===== src/rtl/gol_pkg.sv =====
// Shared Game of Life constants and cell types, reused by the engine, the
// census monitor and the HDMI debug overlay.
//   GOL_CELLS   : cells written per full generation sweep (256x256 torus)
//   GOL_SPECIES : number of live species ids (1..7)
//   GOL_DEAD    : cell code for a dead cell
package gol_pkg;

    localparam int           GOL_CELLS   = 65536;
    localparam int           GOL_SPECIES = 7;
    localparam logic [3:0]   GOL_DEAD    = 4'd0;

    typedef logic [2:0] species_t;
    typedef logic [3:0] cell_t;

    // Codes 8..15 are not legal cell values.
    function automatic logic is_invalid(input cell_t c);
        return c[3];
    endfunction

endpackage


===== src/rtl/gol_sat_counter.sv =====
// Saturating up-counter with a generation-restart input.
//   clk_i     : clock
//   rst_n_i   : asynchronous active-low reset
//   inc_i     : count one event this cycle
//   restart_i : start a new count; an event in the same cycle counts as 1
//   cnt_o     : current count, sticks at all-ones
module gol_sat_counter #(
    parameter int W = 17
) (
    input  logic         clk_i,
    input  logic         rst_n_i,
    input  logic         inc_i,
    input  logic         restart_i,
    output logic [W-1:0] cnt_o
);

    localparam logic [W-1:0] ONE = {{(W-1){1'b0}}, 1'b1};

    logic [W-1:0] cnt_q;
    logic [W-1:0] cnt_d;

    always_comb begin
        cnt_d = cnt_q;
        if (restart_i) begin
            cnt_d = inc_i ? ONE : '0;
        end else if (inc_i && (cnt_q != '1)) begin
            cnt_d = cnt_q + ONE;
        end
    end

    always_ff @(posedge clk_i or negedge rst_n_i) begin
        if (!rst_n_i) begin
            cnt_q <= '0;
        end else begin
            cnt_q <= cnt_d;
        end
    end

    assign cnt_o = cnt_q;

endmodule


===== src/rtl/gol_census.sv =====
// Passive census monitor on the Game of Life engine write stream.
// Counts live cells per species each generation, snapshots on a change of
// gen_count, and flags extinction, stagnation and malformed sweeps.
//   clk, rst_n    : pixel clock, asynchronous active-low reset
//   we, din       : engine write strobe and cell value being written
//   gen_count     : engine generation counter; any change is a boundary
//   rd_sel        : 0 = total alive, 1..7 = species count
//   rd_data       : registered snapshot count for rd_sel
//   snap_valid    : one-cycle pulse with the freshly latched snapshot
//   extinct       : last snapshot had no live cells
//   stagnant      : STALL_GENS consecutive identical snapshots
//   sweep_err     : sticky, a checked sweep had a bad write count or invalid codes
//   invalid_cnt   : invalid-code writes in the last snapshot
module gol_census
    import gol_pkg::*;
#(
    parameter int CELLS      = GOL_CELLS,
    parameter int CNT_W      = 17,
    parameter int STALL_GENS = 8,
    parameter int GEN_W      = 16
) (
    input  logic             clk,
    input  logic             rst_n,
    input  logic             we,
    input  cell_t            din,
    input  logic [GEN_W-1:0] gen_count,
    input  species_t         rd_sel,
    output logic [CNT_W-1:0] rd_data,
    output logic             snap_valid,
    output logic             extinct,
    output logic             stagnant,
    output logic             sweep_err,
    output logic [CNT_W-1:0] invalid_cnt
);

    localparam logic [CNT_W-1:0]   CNT_MAX   = {CNT_W{1'b1}};
    localparam logic [CNT_W-1:0]   CNT_ONE   = {{(CNT_W-1){1'b0}}, 1'b1};
    localparam logic [CNT_W-1:0]   CELLS_C   = CNT_W'(CELLS);
    localparam int                 SUM_W     = CNT_W + 3;
    localparam int                 STALL_W   = $clog2(STALL_GENS + 1);
    localparam logic [STALL_W-1:0] STALL_MAX = STALL_W'(STALL_GENS);

    logic             boundary;
    logic [CNT_W-1:0] acc [1:GOL_SPECIES];
    logic [CNT_W-1:0] acc_inv;

    for (genvar g = 1; g <= GOL_SPECIES; g++) begin : g_species
        gol_sat_counter #(.W(CNT_W)) u_cnt (
            .clk_i     (clk),
            .rst_n_i   (rst_n),
            .inc_i     (we && (din == cell_t'(g))),
            .restart_i (boundary),
            .cnt_o     (acc[g])
        );
    end

    gol_sat_counter #(.W(CNT_W)) u_inv_cnt (
        .clk_i     (clk),
        .rst_n_i   (rst_n),
        .inc_i     (we && is_invalid(din)),
        .restart_i (boundary),
        .cnt_o     (acc_inv)
    );

    // snap_q[0] holds the alive total so the read mux is a plain index.
    logic [CNT_W-1:0]   snap_q [0:GOL_SPECIES];
    logic [CNT_W-1:0]   snap_d [0:GOL_SPECIES];
    logic [GEN_W-1:0]   gen_prev_q;
    logic [CNT_W-1:0]   total_wr_q, total_wr_d;
    logic [CNT_W-1:0]   invalid_q, invalid_d;
    logic [CNT_W-1:0]   rd_data_q, rd_data_d;
    logic [STALL_W-1:0] stall_q, stall_d;
    logic               snap_valid_q, snap_valid_d;
    logic               extinct_q, extinct_d;
    logic               stagnant_q, stagnant_d;
    logic               sweep_err_q, sweep_err_d;
    logic               first_snap_q, first_snap_d;
    logic [SUM_W-1:0]   sum_full;
    logic [CNT_W-1:0]   sum_sat;
    logic               same_snap;

    assign boundary = (gen_count != gen_prev_q);

    always_comb begin
        sum_full  = '0;
        same_snap = 1'b1;
        for (int i = 1; i <= GOL_SPECIES; i++) begin
            sum_full = sum_full + SUM_W'(acc[i]);
            if (acc[i] != snap_q[i]) same_snap = 1'b0;
        end
        // Saturated species counters can still sum past the counter range.
        sum_sat = (sum_full > SUM_W'(CNT_MAX)) ? CNT_MAX : sum_full[CNT_W-1:0];
    end

    always_comb begin
        total_wr_d   = total_wr_q;
        snap_d       = snap_q;
        invalid_d    = invalid_q;
        stall_d      = stall_q;
        extinct_d    = extinct_q;
        stagnant_d   = stagnant_q;
        sweep_err_d  = sweep_err_q;
        first_snap_d = first_snap_q;
        snap_valid_d = boundary;
        rd_data_d    = snap_q[rd_sel];

        if (boundary) begin
            total_wr_d = we ? CNT_ONE : '0;
        end else if (we && (total_wr_q != CNT_MAX)) begin
            total_wr_d = total_wr_q + CNT_ONE;
        end

        if (boundary) begin
            snap_d[0] = sum_sat;
            for (int i = 1; i <= GOL_SPECIES; i++) snap_d[i] = acc[i];
            invalid_d = acc_inv;
            extinct_d = (sum_sat == '0);
            if (!same_snap)                stall_d = '0;
            else if (stall_q != STALL_MAX) stall_d = stall_q + 1'b1;
            stagnant_d = (stall_d == STALL_MAX);
            // The first boundary after reset closes the init/partial sweep.
            if (first_snap_q) begin
                first_snap_d = 1'b0;
            end else if ((total_wr_q != CELLS_C) || (acc_inv != '0)) begin
                sweep_err_d = 1'b1;
            end
        end
    end

    always_ff @(posedge clk or negedge rst_n) begin
        if (!rst_n) begin
            for (int i = 0; i <= GOL_SPECIES; i++) snap_q[i] <= '0;
            gen_prev_q   <= '0;
            total_wr_q   <= '0;
            invalid_q    <= '0;
            rd_data_q    <= '0;
            stall_q      <= '0;
            snap_valid_q <= 1'b0;
            extinct_q    <= 1'b0;
            stagnant_q   <= 1'b0;
            sweep_err_q  <= 1'b0;
            first_snap_q <= 1'b1;
        end else begin
            snap_q       <= snap_d;
            gen_prev_q   <= gen_count;
            total_wr_q   <= total_wr_d;
            invalid_q    <= invalid_d;
            rd_data_q    <= rd_data_d;
            stall_q      <= stall_d;
            snap_valid_q <= snap_valid_d;
            extinct_q    <= extinct_d;
            stagnant_q   <= stagnant_d;
            sweep_err_q  <= sweep_err_d;
            first_snap_q <= first_snap_d;
        end
    end

    assign rd_data     = rd_data_q;
    assign snap_valid  = snap_valid_q;
    assign extinct     = extinct_q;
    assign stagnant    = stagnant_q;
    assign sweep_err   = sweep_err_q;
    assign invalid_cnt = invalid_q;

endmodule


===== config.mk =====
export PLATFORM = sky130hd
export DESIGN_NAME = gol_census
export DESIGN_NICKNAME = d
export VERILOG_FILES = /design/src/rtl/gol_pkg.sv /design/src/rtl/gol_sat_counter.sv /design/src/rtl/gol_census.sv
export SDC_FILE = /design/constraint.sdc
export NUM_CORES = 1
export LEC_CHECK = 0
export CORE_ASPECT_RATIO = 1.75
export CORE_MARGIN = 2
export CORE_UTILIZATION = 35
export CTS_CLUSTER_SIZE = 30
export DETAILED_ROUTE_END_ITERATION = 6
export PLACE_DENSITY = 0.57
export SYNTH_ARGS = -nofsm -noshare
export SYNTH_HDL_FRONTEND = slang
export SYNTH_HIERARCHICAL = 1
export SYNTH_SLANG_ARGS = --single-unit

===== constraint.sdc =====
create_clock -name clk -period 8.3 [get_ports clk]
set_clock_uncertainty 0.1 [all_clocks]
set_input_delay 2.075 -clock clk [delete_from_list [all_inputs] [get_ports clk]]
set_output_delay 2.075 -clock clk [all_outputs]
set_load 0.02 [all_outputs]

# After elaboration in Yosys (flattened, before gate mapping)

Index checks and enable logic that the tools add are counted.

Register bits: 348
Bits in latches: 0
RAM bits: 0
Bits in read-only memories: 0
Input port bits: 26
Output and inout bits: 38
Logic and storage cells: 144
Memories: 0

Add/subtract/negate cells: 16
Multipliers: 0
Div/mod/pow operators: 0
Order comparisons: 2
Equality and inequality tests: 27
Shifts and indexed selects: 0
Mux-type cells: 41
Bitwise operators: 2
Reduce and logical (&&, ||, !) cells: 30

Operators by type and width:

| cell                                                                    | number |
|---|---|
| 17-bit 2-to-1 mux                                                       | 21 |
| 17-bit != test (second input constant)                                  | 10 |
| 17-bit by 1-bit adder with 17-bit output (second input constant)        | 9 |
| 17-bit != test                                                          | 7 |
| 20-bit by 17-bit adder with 20-bit output                               | 3 |
| 17-bit binary-select mux with 3-bit select                              | 1 |
| 19-bit by 17-bit adder with 20-bit output                               | 1 |
| 20-bit by 17-bit > comparator with 1-bit output (second input constant) | 1 |
| 18-bit by 17-bit adder with 19-bit output                               | 1 |
| 17-bit by 17-bit adder with 18-bit output                               | 1 |
| 2-bit nonzero test                                                      | 9 |
| 1-bit logical AND                                                       | 17 |
| 17-bit logical NOT                                                      | 1 |
| 17-bit nonzero test                                                     | 1 |
| 4-bit by 3-bit == test with 1-bit output (second input constant)        | 4 |
| 1-bit 2-to-1 mux                                                        | 16 |
| 16-bit != test                                                          | 1 |
| 4-bit 2-to-1 mux                                                        | 3 |
| 4-bit by 2-bit == test with 1-bit output (second input constant)        | 2 |
| 4-bit by 1-bit adder with 4-bit output (second input constant)          | 1 |
| 4-bit by 1-bit == test with 1-bit output (second input constant)        | 1 |
| 4-bit == test (second input constant)                                   | 1 |
| 4-bit >= comparator (second input constant)                             | 1 |
| 4-bit != test (second input constant)                                   | 1 |
| 4 further kinds                                                         | 4 |

# Logic depth before layout (Yosys ltp)

Gate-level depths: netlist of the first run.

Depth after elaboration: 11
Depth in mapped cells: 19
Depth with buffers taken out: 17

# Hierarchy

Netlist of the first run, hierarchy kept.

By module, submodules not included:

| module          | instances | cells each | area an instance (µm²) | sequential area each (µm²) |
|---|---|---|---|---|
| gol_census      | 1         | 1344       | 13392.8                | 5306.3 |
| gol_sat_counter | 8         | 92         | 868.3                  | 425.4 |

# Least setup slack after synthesis of the first run

Ideal clock, no wire load.

Path type: register to register
Start point: reg g_species[7].u_cnt.cnt_q[2]
End point: reg snap_q[121] in the netlist's numbering
Library setup time: 0.121 ns
Arrival: 4.664 ns
Data required time: 8.079 ns
Path slack: 3.415 ns
Stages on the path, launching flop included: 17
Buffers on the path: 1
Clock period less this slack: 4.885 ns
Cell sequence: dfrtp_1 > inv_1 > fa_1 > inv_1 > fa_1 > fa_1 > fa_1 > fa_1 > a21o_2 > a221o_2 > a21o_1 > a21oi_2 > o21ai_2 > xnor2_2 > nand3_2 > buf_6 > o22a_1

Cells in the longest elaborated chain, start to end: 3

Ends and longest elaborated chain:

| item                                            | line                  | text |
|---|---|---|
| start, declared                                 | gol_sat_counter.sv:19 | `logic [W-1:0] cnt_q;` |
| start signal, assigned                          | gol_sat_counter.sv:35 | `cnt_q <= cnt_d;` |
| 20-bit by 17-bit adder with 20-bit output *     | gol_census.sv:88      | `sum_full = sum_full + SUM_W'(acc[i]);` |
| 20-bit by 17-bit > comparator with 1-bit output | gol_census.sv:92      | `sum_sat = (sum_full > SUM_W'(CNT_MAX)) ? CNT_MAX : sum_full[CNT_W-1:0];` |
| 17-bit 2-to-1 mux *                             | gol_census.sv:92      |  |
| end signal, assigned                            | gol_census.sv:144     | `snap_q <= snap_d;` |
| end, declared                                   | gol_census.sv:66      | `logic [CNT_W-1:0] snap_q [0:GOL_SPECIES];` |

Mark *: on every way between the ends. The rest lies on a longest branch, timed or not.
A chain may end at the register's enable or synchronous reset.

# Worst setup path after layout of the first run

Start point: reg g_species[7].u_cnt.cnt_q[3]
End point: reg extinct_q, in the netlist extinct

Cells in the longest elaborated chain, start to end: 4

Ends and longest elaborated chain:

| item                                            | line              | text |
|---|---|---|
| 20-bit by 17-bit adder with 20-bit output *     | gol_census.sv:88  |  |
| 20-bit by 17-bit > comparator with 1-bit output | gol_census.sv:92  |  |
| 17-bit 2-to-1 mux *                             | gol_census.sv:92  |  |
| 17-bit logical NOT *                            | gol_census.sv:117 | `extinct_d = (sum_sat == '0);` |
| end signal, assigned                            | gol_census.sv:151 | `extinct_q <= extinct_d;` |
| end, declared                                   | gol_census.sv:74  | `logic extinct_q, extinct_d;` |

Marks and branches as above.

==> results of run 1 <==
-- worst paths after layout --
kind,start,to,cells after the start
max,g_species[7].u_cnt/cnt_o[3],extinct,17
min,invalid_cnt[11],invalid_cnt[11],2
max reg2reg,g_species[7].u_cnt/cnt_o[3],extinct,17
min reg2reg,invalid_cnt[11],invalid_cnt[11],2
max in group asynchronous,rst_n,gen_prev_q[4],2
min in group asynchronous,rst_n,g_species[6].u_cnt/cnt_o[12],1
-- power by group through the flow --
| stage | combinational, W | sequential [W] | clock (W) |
|---|---|---|---|
| final | 0.000142 | 0.00173 | 0.00167 |
| after global routing | 0.000160 | 0.00173 | 0.00176 |
| after CTS | 0.000146 | 0.00173 | 0.00170 |
| after detailed placement | 0.000146 | 0.00176 | 0 |
| after global placement | 0.000144 | 0.00176 | 0 |
| after floorplan | 0.0000639 | 0.00176 | 0 |
-- kinds of logic (layout without fill, tap and decap cells) --
kind of cell,Yosys count,count (layout),synth area share (%)
flops,348,348,42.8
buf+inv,268,339,5.09
fa+ha+maj,126,126,10.8
simple gates,793,793,18.7
xor+xnor,233,233,10.1
mux,61,61,5.26
compound gates,251,251,7.25
-- per-layer routing --
metal / wire [um] / up-vias / part of all wire [%] / track usage [%]
met5: 0 / - / 0 / 0
met3: 2440 / 200 / 3.6 / 2.92
li1: - / 7064 / - / -
met2: 36000 / 451 / 53 / 42.5
met4: 7140 / 0 / 10 / 20.5
met1: 23000 / 7777 / 34 / 23.1
-- registers in the layout (all words and copies together) (netlist names) --
name,count
gen_prev_q,16
rd_data,17
snap_valid,1
snap_q,136
g_species.u_cnt/cnt_o,119
first_snap_q,1
stall_q,4
u_inv_cnt/cnt_o,17
stagnant,1
invalid_cnt,17
extinct,1
sweep_err,1
total_wr_q,17
-- cell usage in the layout, fill, tap and decap left out, types with 5 or more instances in the layout --
master                            instances
sky130_fd_sc_hd__nand2_1                353
sky130_fd_sc_hd__dfrtp_1                347
sky130_fd_sc_hd__inv_1                  196
sky130_fd_sc_hd__nor2_1                 140
sky130_fd_sc_hd__xor2_1                 138
sky130_fd_sc_hd__o21ai_0                123
sky130_fd_sc_hd__xnor2_1                 94
sky130_fd_sc_hd__fa_1                    83
sky130_fd_sc_hd__a21oi_1                 73
sky130_fd_sc_hd__nand4_1                 70
sky130_fd_sc_hd__clkdlybuf4s50_1         60
sky130_fd_sc_hd__nor4_1                  47
sky130_fd_sc_hd__ha_1                    43
sky130_fd_sc_hd__nand3_1                 40
sky130_fd_sc_hd__clkbuf_16               36
sky130_fd_sc_hd__mux4_2                  34
sky130_fd_sc_hd__mux2_2                  27
sky130_fd_sc_hd__or3_1                   26
sky130_fd_sc_hd__nor2b_1                 20
sky130_fd_sc_hd__nor3_1                  20
sky130_fd_sc_hd__and4_1                  18
sky130_fd_sc_hd__buf_4                   13
sky130_fd_sc_hd__o22a_1                  12
sky130_fd_sc_hd__nand2b_1                10
sky130_fd_sc_hd__clkbuf_1                10
sky130_fd_sc_hd__nand3b_1                 9
sky130_fd_sc_hd__o41ai_1                  9
sky130_fd_sc_hd__clkbuf_8                 9
sky130_fd_sc_hd__and4_2                   8
sky130_fd_sc_hd__or4b_1                   8
sky130_fd_sc_hd__nor3b_1                  8
sky130_fd_sc_hd__a21o_1                   5
-- final cells by class --
| type | instances | area, sq um |
|---|---|---|
| multi-input cells | 1464 | 10600 |
| flip-flops and latches | 348 | 8710 |
| clock inverters | 9 | 103 |
| clock buffers | 55 | 1060 |
| well taps | 767 | 960 |
| repair buffers | 78 | 763 |
| fillers | 5592 | 34400 |
| inverters | 197 | 744 |
-- critical path: stages, from the launching register on --
cell	delay, ns
sky130_fd_sc_hd__dfrtp_1	0.47
sky130_fd_sc_hd__inv_1	0.12
sky130_fd_sc_hd__fa_1	0.57
sky130_fd_sc_hd__inv_1	0.06
sky130_fd_sc_hd__fa_1	0.50
sky130_fd_sc_hd__fa_1	0.55
sky130_fd_sc_hd__inv_1	0.05
sky130_fd_sc_hd__fa_1	0.50
sky130_fd_sc_hd__inv_1	0.04
sky130_fd_sc_hd__ha_1	0.34
sky130_fd_sc_hd__o211ai_1	0.39
sky130_fd_sc_hd__o21ai_1	0.22
sky130_fd_sc_hd__xor2_1	0.21
sky130_fd_sc_hd__or4_1	0.61
sky130_fd_sc_hd__nor2_1	0.20
sky130_fd_sc_hd__and4bb_2	0.25
sky130_fd_sc_hd__nand4b_1	0.14
sky130_fd_sc_hd__o41ai_2	0.23
-- metrics by stage --
stage / area (sq um) / setup slack [ns]
floorplan: 20300 / 3.41
global placement: 21800 / 2.80
detailed placement: 21800 / 2.69
CTS: 22900 / 2.63
global route: 22900 / 2.47
finish: 22900 / 2.63
==> impl_metrics.xml, run 1 <==
<?xml version="1.0" encoding="UTF-8"?>
<metrics>
  <group name="routing">
    <metric name="drt_wl_total" unit="mm">68.6</metric>
    <metric name="vias" unit="">15492</metric>
    <metric name="wl_per_cell" unit="um">23.5</metric>
    <metric name="via_per_inst" unit="">5.31</metric>
    <metric name="dr.pass1.iters" unit="">5</metric>
    <metric name="initialDrtViolationCount" unit="">1170</metric>
    <metric name="antenna_violation_net_count_after_detailed_routing" unit="">0</metric>
    <metric name="drc_errors" unit="">0</metric>
  </group>
  <group name="sta">
    <metric name="max_freq" unit="MHz">176</metric>
    <metric name="final_hold_viol_count" unit="">0</metric>
    <metric name="period_needed" unit="ns">5.67</metric>
    <metric name="timing.final.setup_violations" unit="">0</metric>
    <metric name="worst_pin_slew" unit="ns">1.24</metric>
    <metric name="maxSlewViolCount" unit="">0</metric>
    <metric name="maxSlewHeadroom" unit="%">16.6</metric>
    <metric name="fin_setup_tns" unit="ns">0</metric>
    <metric name="unrepaired_setup_endpoints_after_global_routing" unit="">false</metric>
    <metric name="fin_crit_sh" unit="%">68.3</metric>
    <metric name="worst_hold_slack" unit="ns">0.373</metric>
  </group>
  <group name="setup_path">
    <metric name="ff2ff_setup_slack" unit="ns">2.63</metric>
    <metric name="path_class" unit="">reg2reg</metric>
    <metric name="critPathArrivalTime" unit="ns">6.02</metric>
    <metric name="critPathCaptureType" unit="">flop</metric>
    <metric name="start_kind" unit="">flop</metric>
    <metric name="cp_max_fo" unit="">5</metric>
    <metric name="required" unit="ns">8.65</metric>
  </group>
  <group name="cts">
    <metric name="cts.root.buffer_cell" unit="">sky130_fd_sc_hd__clkbuf_16</metric>
    <metric name="clock_path_buffers" unit="">3</metric>
    <metric name="cts_htree_levels" unit="">2</metric>
    <metric name="cts_tree" unit="">yes</metric>
    <metric name="post_cts.resized_instances" unit="">0</metric>
    <metric name="clkSlewWorstSetupHoldPaths" unit="ns">0.07</metric>
    <metric name="cts_setup_buffers" unit="">0</metric>
    <metric name="clk_latency" unit="ns">0.56</metric>
    <metric name="cts-hold-fix-buffers" unit="">0</metric>
    <metric name="cts_sinks" unit="">348</metric>
    <metric name="cts_buffers" unit="">36</metric>
  </group>
  <group name="power">
    <metric name="switching_share" unit="%">24.1</metric>
    <metric name="switching_power" unit="W">0.000853</metric>
    <metric name="pwr_density_cell" unit="nW/um^2">154</metric>
    <metric name="ir_worst_vdd" unit="uV">142</metric>
    <metric name="power.total" unit="W">0.00354</metric>
    <metric name="power.clock.fraction" unit="%">47.1</metric>
    <metric name="p_comb_share" unit="%">4.0</metric>
    <metric name="power_frac_seq" unit="%">48.8</metric>
    <metric name="p_int" unit="W">0.00268</metric>
    <metric name="leakagePower" unit="nW">10.3</metric>
  </group>
  <group name="logic_synthesis">
    <metric name="synth_edf_count" unit="">0</metric>
    <metric name="fraction_of_registers_with_async_set_reset" unit="%">100</metric>
    <metric name="yosysTopAreaCellShare" unit="%">42.7</metric>
    <metric name="post-synth-top-area-cell" unit="">sky130_fd_sc_hd__dfrtp_1</metric>
    <metric name="synth_area" unit="sq um">20300</metric>
    <metric name="ys_seq_elements" unit="">348</metric>
    <metric name="synth.distinct_cells" unit="">65</metric>
    <metric name="post_synth_most_frequent_cells" unit="">sky130_fd_sc_hd__nand2_1, sky130_fd_sc_hd__dfrtp_1, sky130_fd_sc_hd__inv_1, sky130_fd_sc_hd__nor2_1, sky130_fd_sc_hd__xor2_1</metric>
    <metric name="ys_top_cells_by_area" unit="">sky130_fd_sc_hd__dfrtp_1, sky130_fd_sc_hd__fa_1, sky130_fd_sc_hd__nand2_1</metric>
    <metric name="yosys_warnings" unit="">6</metric>
    <metric name="synth_seq_area_share" unit="%">42.8</metric>
    <metric name="synth_most_common_cell" unit="">sky130_fd_sc_hd__nand2_1</metric>
    <metric name="dominantRegCellSynth" unit="">sky130_fd_sc_hd__dfrtp_1</metric>
    <metric name="mappedNetlistNets" unit="">2232</metric>
    <metric name="netlist_instances" unit="">2080</metric>
    <metric name="synth_area_per_cell" unit="sq um">9.78</metric>
  </group>
  <group name="die">
    <metric name="count_of_standard_cell_rows" unit="">116</metric>
    <metric name="die_area" unit="sq um">60100</metric>
    <metric name="initial_core_util" unit="%">35.5</metric>
    <metric name="fp.coreArea" unit="sq um">57300</metric>
    <metric name="fp.dieW" unit="um">186</metric>
    <metric name="die_h" unit="um">323</metric>
    <metric name="num_io_pins" unit="">64</metric>
  </group>
  <group name="global_routing">
    <metric name="grt_first_pass_wirelength" unit="mm">103</metric>
    <metric name="number_of_global_route_vias_before_repair" unit="">16322</metric>
    <metric name="largest_net_degree_at_the_start_of_global_routing" unit="">163</metric>
    <metric name="grt_overflow_total" unit="">0</metric>
    <metric name="initial_antenna_violation_count" unit="">0</metric>
    <metric name="grt.total_usage" unit="%">23.4</metric>
  </group>
  <group name="worst_hold_path">
    <metric name="min_path_type" unit="">reg2reg</metric>
  </group>
  <group name="run">
    <metric name="max_cap_viols" unit="">0</metric>
  </group>
  <group name="layout">
    <metric name="layout-area-overhead-vs-synth" unit="%">12.8</metric>
    <metric name="post_route_core_utilization" unit="%">40.0</metric>
    <metric name="diodes" unit="">0</metric>
    <metric name="finish.net_count" unit="">2277</metric>
    <metric name="layout-drive-gt1-share" unit="%">7.35</metric>
    <metric name="stdcell_count" unit="">2918</metric>
  </group>
  <group name="placement">
    <metric name="place_congestion" unit="">0.983</metric>
    <metric name="place_hpwl" unit="mm">52.6</metric>
    <metric name="dp_cells" unit="">2854</metric>
    <metric name="port_buffers" unit="">63</metric>
  </group>
  <group name="run_status">
    <metric name="status" unit="">finished, final reports clean</metric>
  </group>
</metrics>
No activity file was read; power rests on OpenSTA's default activity.
==> inputs of run 2 (changes only) <==
--- a/config.mk
+++ b/config.mk
@@ -10,7 +10,7 @@
 export CORE_UTILIZATION = 35
 export CTS_CLUSTER_SIZE = 30
 export DETAILED_ROUTE_END_ITERATION = 6
-export PLACE_DENSITY = 0.57
+export PLACE_DENSITY = 0.59
 export SYNTH_ARGS = -nofsm -noshare
 export SYNTH_HDL_FRONTEND = slang
 export SYNTH_HIERARCHICAL = 1
==> constraint.sdc (replaced) <==
create_clock -name clk -period 4.78 [get_ports clk]
set_clock_uncertainty 0.1 [all_clocks]
set_input_delay 1.195 -clock clk [delete_from_list [all_inputs] [get_ports clk]]
set_output_delay 1.195 -clock clk [all_outputs]
set_load 0.02 [all_outputs]
==> impl_metrics.xml, run 2 (same netlist as run 1, synthesis figures left out) <==
<?xml version="1.0" encoding="UTF-8"?>
<metrics>
  <group name="die">
    <metric name="fp.coreArea" unit="sq um">57300</metric>
    <metric name="die_h" unit="um">323</metric>
    <metric name="count_of_standard_cell_rows" unit="">116</metric>
    <metric name="die_area" unit="sq um">60100</metric>
    <metric name="initial_core_util" unit="%">35.5</metric>
    <metric name="fp.dieW" unit="um">186</metric>
    <metric name="num_io_pins" unit="">64</metric>
  </group>
  <group name="routing">
    <metric name="wl_per_cell" unit="um">23.4</metric>
    <metric name="drc_errors" unit="">0</metric>
    <metric name="initialDrtViolationCount" unit="">1063</metric>
    <metric name="drt_wl_total" unit="mm">72.6</metric>
    <metric name="antenna_violation_net_count_after_detailed_routing" unit="">0</metric>
    <metric name="dr.pass1.iters" unit="">5</metric>
    <metric name="vias" unit="">16491</metric>
    <metric name="via_per_inst" unit="">5.31</metric>
  </group>
  <group name="power">
    <metric name="leakagePower" unit="nW">11.3</metric>
    <metric name="ir_worst_vdd" unit="uV">270</metric>
    <metric name="pwr_density_cell" unit="nW/um^2">252</metric>
  </group>
  <group name="setup_path">
    <metric name="path_class" unit="">reg2reg</metric>
    <metric name="cp_max_fo" unit="">2</metric>
    <metric name="critPathCaptureType" unit="">flop</metric>
    <metric name="critPathArrivalTime" unit="ns">5.33</metric>
    <metric name="required" unit="ns">5.15</metric>
    <metric name="critical_path.most_common_cell" unit="">sky130_fd_sc_hd__fa_2</metric>
    <metric name="ff2ff_setup_slack" unit="ns">-0.19</metric>
    <metric name="start_kind" unit="">flop</metric>
    <metric name="slowest_stage_delay_on_critical_path" unit="ns">0.58</metric>
    <metric name="critical_path.cell_chain" unit="">inv_2 &gt; fa_1 &gt; inv_2 &gt; fa_2 &gt; fa_1 &gt; fa_2 &gt; fa_2 &gt; buf_4 &gt; xor2_1 &gt; or4_1 &gt; or4_4 &gt; nor2_4 &gt; and4bb_2 &gt; nand4b_1 &gt; o41ai_2</metric>
    <metric name="critical-path-slowest-cell" unit="">sky130_fd_sc_hd__fa_1</metric>
  </group>
  <group name="layout">
    <metric name="layout-drive-gt1-share" unit="%">16.3</metric>
    <metric name="stdcell_count" unit="">3103</metric>
    <metric name="most_frequent_standard_cell_in_the_layout_excluding_fill_and_tap_cells" unit="">sky130_fd_sc_hd__nand2_1</metric>
    <metric name="multiInputGateArea" unit="sq um">10800</metric>
    <metric name="finish.net_count" unit="">2462</metric>
    <metric name="final_cell_mix" unit="">sky130_fd_sc_hd__nand2_1, sky130_fd_sc_hd__dfrtp_1, sky130_fd_sc_hd__buf_4, sky130_fd_sc_hd__inv_1, sky130_fd_sc_hd__nor2_1</metric>
    <metric name="diodes" unit="">0</metric>
    <metric name="num-fill-cells" unit="">5546</metric>
    <metric name="largest_reg_flops" unit="">136</metric>
    <metric name="design_area" unit="sq um">24700</metric>
    <metric name="largest_register" unit="">snap_q</metric>
    <metric name="layout-area-overhead-vs-synth" unit="%">21.3</metric>
    <metric name="layout.area.seq" unit="sq um">8710</metric>
  </group>
  <group name="sta">
    <metric name="worst_pin_slew" unit="ns">0.999</metric>
    <metric name="max_freq" unit="MHz">201</metric>
    <metric name="maxSlewViolCount" unit="">0</metric>
    <metric name="unrepaired_setup_endpoints_after_global_routing" unit="">true</metric>
    <metric name="final_hold_viol_count" unit="">0</metric>
    <metric name="fin_crit_sh" unit="%">104</metric>
    <metric name="finalWorstSetupSlack" unit="ns">-0.185</metric>
    <metric name="timing.final.setup_violations" unit="">18</metric>
    <metric name="maxSlewHeadroom" unit="%">32.8</metric>
    <metric name="period_needed" unit="ns">4.97</metric>
  </group>
  <group name="global_routing">
    <metric name="grt_first_pass_wirelength" unit="mm">108</metric>
    <metric name="grt.total_usage" unit="%">24.7</metric>
    <metric name="number_of_global_route_vias_before_repair" unit="">17460</metric>
    <metric name="initial_antenna_violation_count" unit="">0</metric>
    <metric name="largest_net_degree_at_the_start_of_global_routing" unit="">119</metric>
    <metric name="grt_overflow_total" unit="">0</metric>
  </group>
  <group name="placement">
    <metric name="place_congestion" unit="">1.05</metric>
    <metric name="place_area" unit="sq um">23100</metric>
    <metric name="dp_cells" unit="">3024</metric>
    <metric name="place_hpwl" unit="mm">56.2</metric>
    <metric name="port_buffers" unit="">63</metric>
  </group>
  <group name="cts">
    <metric name="clock_path_buffers" unit="">3</metric>
    <metric name="cts_tree" unit="">yes</metric>
    <metric name="cts.root.buffer_cell" unit="">sky130_fd_sc_hd__clkbuf_16</metric>
    <metric name="cts_sinks" unit="">348</metric>
    <metric name="cts-hold-fix-buffers" unit="">0</metric>
    <metric name="cts_buffers" unit="">36</metric>
    <metric name="clk_latency" unit="ns">0.56</metric>
    <metric name="cts_htree_levels" unit="">2</metric>
    <metric name="clkSlewWorstSetupHoldPaths" unit="ns">0.07</metric>
  </group>
  <group name="worst_hold_path">
    <metric name="min_path_type" unit="">reg2reg</metric>
  </group>
  <group name="run_status">
    <metric name="status" unit="">finished with violations</metric>
    <metric name="violations_in_the_final_reports" unit="">setup timing</metric>
  </group>
  <group name="run">
    <metric name="max_cap_viols" unit="">0</metric>
  </group>
</metrics>
-- run 2: changes by cell type in the layout (fill, tap and decap cells not counted), moves of 3 or more --
| cell | before | now |
|---|---|---|
| sky130_fd_sc_hd__a21oi_1 | 73 | 66 |
| sky130_fd_sc_hd__a21oi_2 | 2 | 9 |
| sky130_fd_sc_hd__buf_12 | 2 | 7 |
| sky130_fd_sc_hd__buf_4 | 13 | 192 |
| sky130_fd_sc_hd__clkbuf_1 | 10 | 7 |
| sky130_fd_sc_hd__fa_1 | 83 | 79 |
| sky130_fd_sc_hd__fa_2 | 0 | 4 |
| sky130_fd_sc_hd__ha_1 | 43 | 33 |
| sky130_fd_sc_hd__ha_4 | 0 | 10 |
| sky130_fd_sc_hd__inv_1 | 196 | 188 |
| sky130_fd_sc_hd__inv_2 | 0 | 8 |
-- run 2: per-layer routing --
metal,vias to the layer above,wire length [um],GRT usage (%),part of all wire (%)
met3,254,2800,3.36,3.9
met4,0,7490,20.9,10
met5,-,0,0,0
li1,7442,-,-,-
met2,519,38900,46.2,54
met1,8276,23400,23.4,32
-- run 2: through the flow --
| stage | hold slack, ns | TNS, ns | utilization [%] | worst slack (ns) | power, W |
|---|---|---|---|---|---|
| 2_1_floorplan | 0.372 | 0 | - | 0.0111 | 0.00316 |
| 3_5_place_dp | 0.362 | -3.29 | 40.4 | -0.283 | 0.00331 |
| 5_1_grt | 0.398 | -5.43 | 43.0 | -0.378 | 0.00640 |
| 4_1_cts | 0.380 | -2.59 | 42.8 | -0.186 | 0.00627 |
| 6_report | 0.373 | -2.23 | 43.0 | -0.185 | 0.00622 |
| 3_3_place_gp | 0.347 | -2.22 | 40.4 | -0.283 | 0.00330 |
-- run 2: final cells by class --
type,count,area share [%]
well taps,767,3.89
multi-input cells,1464,43.9
flip-flops and latches,348,35.3
clock inverters,10,0.451
repair buffers,263,9.06
inverters,197,3.02
clock buffers,54,4.42
-- run 2: critical path, delay by kind of cell, from the launching register on --
family                     cells  cell delay, ns
DFF                            1            0.36
xor gates and xnor gates       1            0.16
adders and majority gates      5            2.42
and+or+nand+nor                5            1.38
buffers and inverters          3            0.26
AOI/OAI and AO/OA              1            0.21
-- run 2: path summary, 6_finish.rpt --
| kind | cells past startpoint | to | start |
|---|---|---|---|
| setup / recovery | 15 | extinct | g_species[7].u_cnt/cnt_o[2] |
| hold / removal | 2 | invalid_cnt[8] | invalid_cnt[8] |
| setup reg to reg | 15 | extinct | g_species[7].u_cnt/cnt_o[2] |
| hold reg to reg | 2 | invalid_cnt[8] | invalid_cnt[8] |
| max in group asynchronous | 2 | rd_data[11] | rst_n |
| min in group asynchronous | 1 | snap_q[10] | rst_n |
-- run 2: what timing repair did --
action | 4_1_cts | 5_1_grt
cloned | 1 | 0
pin swaps | 33 | 21
endpoints found under the setup margin | 18 | 18
buffers inserted | 8 | 6
resized for setup | 25 | 15
-- run 2: power by group --
group          total, W  switching, W  leakage [nW]  internal (W)
clock           0.00297       0.00128         0.598       0.00169
combinational  0.000260      0.000167          5.89     0.0000931
sequential      0.00300     0.0000276          4.79       0.00297
